$ cat config.mk
export PLATFORM = sky130hd
export DESIGN_NAME = decoder
export DESIGN_NICKNAME = d
export VERILOG_FILES = /design/src/rtl/decoder_pkg.sv /design/src/rtl/decoder_onehot_core.sv /design/src/rtl/decoder.sv
export SDC_FILE = /design/constraint.sdc
export NUM_CORES = 1
export LEC_CHECK = 0
export CAP_MARGIN = 30
export CORE_ASPECT_RATIO = 2
export CORE_UTILIZATION = 39
export CTS_BUF_LIST = sky130_fd_sc_hd__clkbuf_4
export CTS_CLUSTER_DIAMETER = 40
export DETAILED_ROUTE_END_ITERATION = 16
export MAX_ROUTING_LAYER = met4
export PLACE_DENSITY = 0.78
export SKIP_CTS_REPAIR_TIMING = 1
export SYNTH_ARGS = -nofsm -noshare
export SYNTH_HDL_FRONTEND = slang
export SYNTH_SLANG_ARGS = --single-unit
$ cat constraint.sdc
create_clock -name clk -period 1.12 [get_ports clk]
set_input_delay 0.112 -clock clk [delete_from_list [all_inputs] [get_ports clk]]
set_output_delay 0.112 -clock clk [all_outputs]
set_load 0.01 [all_outputs]
$ cat src/rtl/decoder_pkg.sv
// decoder_pkg: shared constants and pure decode helpers for the URCPU
// binary-to-one-hot decoder. Helpers work on 64-bit vectors so every legal
// BIT_WIDTH (2..64) can reuse them without truncating the index.
package decoder_pkg;

  localparam int unsigned DEC_DEFAULT_WIDTH = 20;
  localparam int unsigned DEC_MAX_WIDTH     = 64;

  // True when index addresses a real output bit. Full-width unsigned compare,
  // so large indices never wrap back into range.
  function automatic logic dec_in_range(input logic [63:0] index,
                                        input logic [63:0] width);
    return (index < width);
  endfunction

  // One-hot vector with bit [index] set, or all-zero when index >= width.
  function automatic logic [63:0] dec_onehot(input logic [63:0] index,
                                             input logic [63:0] width);
    logic [63:0] vec;
    vec = '0;
    for (int i = 0; i < 64; i++) begin
      if ((64'(i) < width) && (index == 64'(i))) begin
        vec[i] = 1'b1;
      end
    end
    return vec;
  endfunction

endpackage

$ cat src/rtl/decoder_onehot_core.sv
// decoder_onehot_core: purely combinational decode of an unsigned index into
// a one-hot vector plus an out-of-range flag. No state.
module decoder_onehot_core
  import decoder_pkg::*;
#(
  parameter int unsigned BIT_WIDTH = DEC_DEFAULT_WIDTH
) (
  input  logic [BIT_WIDTH-1:0] index_i,
  output logic [BIT_WIDTH-1:0] onehot_o,
  output logic                 out_of_range_o
);

  logic [63:0] index_ext;
  logic [63:0] onehot_full;

  // Zero-extend once so the helpers always see the full unsigned index.
  always_comb begin
    index_ext      = 64'(index_i);
    onehot_full    = dec_onehot(index_ext, 64'(BIT_WIDTH));
    onehot_o       = onehot_full[BIT_WIDTH-1:0];
    out_of_range_o = ~dec_in_range(index_ext, 64'(BIT_WIDTH));
  end

endmodule

$ cat src/rtl/decoder.sv
// decoder: binary-to-one-hot decoder for the URCPU datapath.
// Default build: one registered stage, 1-cycle latency, outputs hold while
// in_valid is low, synchronous active-high reset clears everything.
// Define DECODER_COMB_OUT_EN to bypass the register stage entirely: outputs
// follow input_bits / in_valid combinationally and no flops are built.
//
// Handshake: in_valid qualifies input_bits on a rising clk edge; out_valid
// marks output_bits/out_of_range as carrying a decode loaded on the previous
// edge. There is no backpressure. An unknown in_valid is treated as low.
module decoder
  import decoder_pkg::*;
#(
  parameter int unsigned BIT_WIDTH = DEC_DEFAULT_WIDTH
) (
  input  logic                 clk,
  input  logic                 rst,
  input  logic [BIT_WIDTH-1:0] input_bits,
  input  logic                 in_valid,
  output logic [BIT_WIDTH-1:0] output_bits,
  output logic                 out_valid,
  output logic                 out_of_range
);

  logic [BIT_WIDTH-1:0] dec_onehot_w;
  logic                 dec_oor_w;

  decoder_onehot_core #(
    .BIT_WIDTH (BIT_WIDTH)
  ) u_core (
    .index_i        (input_bits),
    .onehot_o       (dec_onehot_w),
    .out_of_range_o (dec_oor_w)
  );

`ifdef DECODER_COMB_OUT_EN

  // Clock and reset have no effect in the bypass build.
  logic unused_clk_rst;
  assign unused_clk_rst = clk ^ rst;

  // Zero-latency bypass; an unknown in_valid resolves to 0.
  always_comb begin
    output_bits  = dec_onehot_w;
    out_of_range = dec_oor_w;
    if (in_valid) begin
      out_valid = 1'b1;
    end else begin
      out_valid = 1'b0;
    end
  end

`else

  logic [BIT_WIDTH-1:0] bits_q, bits_d;
  logic                 oor_q, oor_d;
  logic                 valid_q, valid_d;

  // Next state: load a fresh decode on valid, otherwise hold; an unknown
  // in_valid falls into the hold branch.
  always_comb begin
    bits_d  = bits_q;
    oor_d   = oor_q;
    valid_d = 1'b0;
    if (in_valid) begin
      bits_d  = dec_onehot_w;
      oor_d   = dec_oor_w;
      valid_d = 1'b1;
    end
  end

  // Output register stage; reset wins over any pending decode.
  always_ff @(posedge clk) begin
    if (rst) begin
      bits_q  <= '0;
      oor_q   <= 1'b0;
      valid_q <= 1'b0;
    end else begin
      bits_q  <= bits_d;
      oor_q   <= oor_d;
      valid_q <= valid_d;
    end
  end

  // Drive ports from the register stage.
  always_comb begin
    output_bits  = bits_q;
    out_of_range = oor_q;
    out_valid    = valid_q;
  end

`endif

endmodule

==> qor.csv <==
metric;value;unit
Total Wirelength;2710;um
fin worst setup slack;-0.0116;ns
fin crit share;1.01;
TritonCTS buffer count;3;
Layout Area Growth over Synthesis;66.7;%
first-pass GRT wire length;4220;um
fin. max-slew vios;0;
Core Region;0.00254;sq mm
Worst-Margin Slew;0.339;ns
Final Total Pwr;1.34;mW
Avg Inst Size Synth;8.55;sq um
Post-Synth Adder-Cell Area;0;
crit-path max FO;6;
LEAKAGE;1.04;nW
Yosys warnings;0;
Compound-Gate Fraction of Synth Area;0.151;
Die X;38.4;um
layout cells sized above 1;0.203;
Core Rows;26;
IO Port Bufs;44;
Routed Antenna Nets;0;
CTS tree;done;
ant diodes;0;
Worst EP arrival;1.37;ns
chip height;74.8;um
Yosys cell types;22;
dpl cells;194;
Die ar.;0.00288;sq mm
largest family of logic cells by synthesized area;simple AND/OR/NAND/NOR gates;
overflow left after global routing;0;
drt wl/cell;13.5;um
FMAX;884;MHz
via count;1090;
Crit. Startpoint;input_bits[6];
initial antenna violation count;0;
RR Startpoint;out_of_range$_SDFFE_PP0P_;
max_cap viols;0;
GPL Wtd Cong;0.762;
critical path class;input port to flip-flop;
synthesized area;0.00103;sq mm
clock root buffer;clkbuf_4;
Reg2Reg Setup Slack;0.52;ns
power per standard cell area;774;mW/mm^2
mux cell area share after synthesis;0;
post-synthesis cell count;121;
Worst setup SP type;input port;
vias in the first global route;1029;
Post-Synth Simple-Gate Area;0.380;
Slew HR;0.772;
post-synthesis net count;144;
Max H-tree Level;1;
#FFs+latches synth;22;
Worst setup EP type;flip-flop;
Clock Sinks;22;
violated checks;setup timing;
Starting Density;0.408;
Hold WS;0.249;ns
Ports;45;
minimum clock period;1.13;ns
Synth Area in XOR/XNOR;0;
peak supply drop;0.506;mV
Setup TNS;-0.0214;ns
outcome;finished, violations left;
dpl ws;-0.410;ns
Skew-Pair Late Insertion Delay;0.30;ns
Worst Path Required;1.36;ns
sequential area share after synthesis;0.426;
gr usage total;0.209;
largest net degree at the start of global routing;13;
Layout Nets;197;
final setup violation count;2;
Hold Fails Final Rpt;0;
hold wc startpoint;input_bits[17];
clk_skew;0;ns
initial DRC count;35;
clk slew on worst S/H paths;0.11;ns
Clock Tree Buf Depth;2;
drt first pass iters;4;
drt drc;0;
post-DR vias/cell;5.45;
min-delay worst type;input port to flip-flop;
non-filler cells, final;200;
DP HPWL;2120;um
[registers in the layout (all words and copies together) (netlist names)]
| name | count |
|---|---|
| output_bits | 20 |
| out_of_range | 1 |
| out_valid | 1 |
[stage by stage]
step,cell area (sq um),utilization
2_1_floorplan,1030,-
3_3_place_gp,1550,0.612
3_5_place_dp,1550,0.612
4_1_cts,1580,0.621
5_1_grt,1730,0.680
6_report,1730,0.680
[worst max-delay path, stage by stage]
cell,delay (ns)
clkdlybuf4s50_1,0.44
nor4_4,0.22
buf_4,0.18
buf_2,0.16
nand4_1,0.13
o21ai_2,0.12
[synth_stat cells]
library cell / number / area, sq um
nor2_1: 3 / 11.3
nand4_1: 20 / 125
and3b_1: 3 / 26.3
nor4_1: 1 / 6.26
o21bai_1: 1 / 7.51
a31oi_1: 1 / 6.26
o21ai_0: 11 / 55.1
o21ai_2: 10 / 87.6
dfxtp_1: 22 / 440
clkbuf_1: 9 / 33.8
nor4_4: 1 / 21.3
nor2b_1: 5 / 31.3
nand2_1: 20 / 75.1
nand3_1: 1 / 5.00
nand4_2: 1 / 12.5
nor3_1: 3 / 15.0
and3_1: 1 / 6.26
nor3b_1: 3 / 22.5
buf_6: 1 / 11.3
nor4_2: 1 / 12.5
and2_1: 2 / 12.5
and4_2: 1 / 10.0
[area by class of cell]
class                           count  area, sq um
Fill cell                         201          812
Sequential cell                    22          440
Multi-Input combinational cell     89          592
Timing Repair Buffer               58          636
Tap cell                           28         35.0
Clock buffer                        3         22.5
[layer usage]
| metal | global-route usage | part of all wire | vias up |
|---|---|---|---|
| met3 | 0.0265 | 0.028 | 4 |
| met5 | - | 0 | - |
| met4 | 0.0920 | 0.020 | 0 |
| met1 | 0.187 | 0.34 | 501 |
| li1 | - | - | 550 |
| met2 | 0.407 | 0.62 | 35 |
[final timing paths]
| path | cells past startpoint | to |
|---|---|---|
| worst min-delay path | 4 | out_of_range$_SDFFE_PP0P_ |
| worst min register to register | 2 | output_bits[1]$_SDFFE_PP0P_ |
| worst max register to register | 2 | out_of_range$_SDFFE_PP0P_ |
| worst max-delay path | 6 | output_bits[15]$_SDFFE_PP0P_ |
[cells in the final DEF, fill, tap and decap left out, drive strengths merged]
cell	instances
nor3	3
dlymetal6s2s	31
and3b	3
and2	2
dfxtp	22
and3	1
a31oi	1
nor2b	5
clkbuf	3
nand3	1
nor4	3
nor3b	3
buf	14
nand4	21
o21ai	21
nor2	3
and4	1
clkdlybuf4s50	13
o21bai	1
nand2	20
[kinds of logic after synthesis]
kind of cell           Yosys count
AND/OR/NAND/NOR                 66
buffers and inverters           10
AO/OA/AOI/OAI                   23
flip-flops                      22
[power breakdown]
group / internal (mW) / switching, mW
registers: 0.786 / 0.00144
logic: 0.113 / 0.101
clock network: 0.125 / 0.209
No activity file was read; power rests on OpenSTA's default activity.
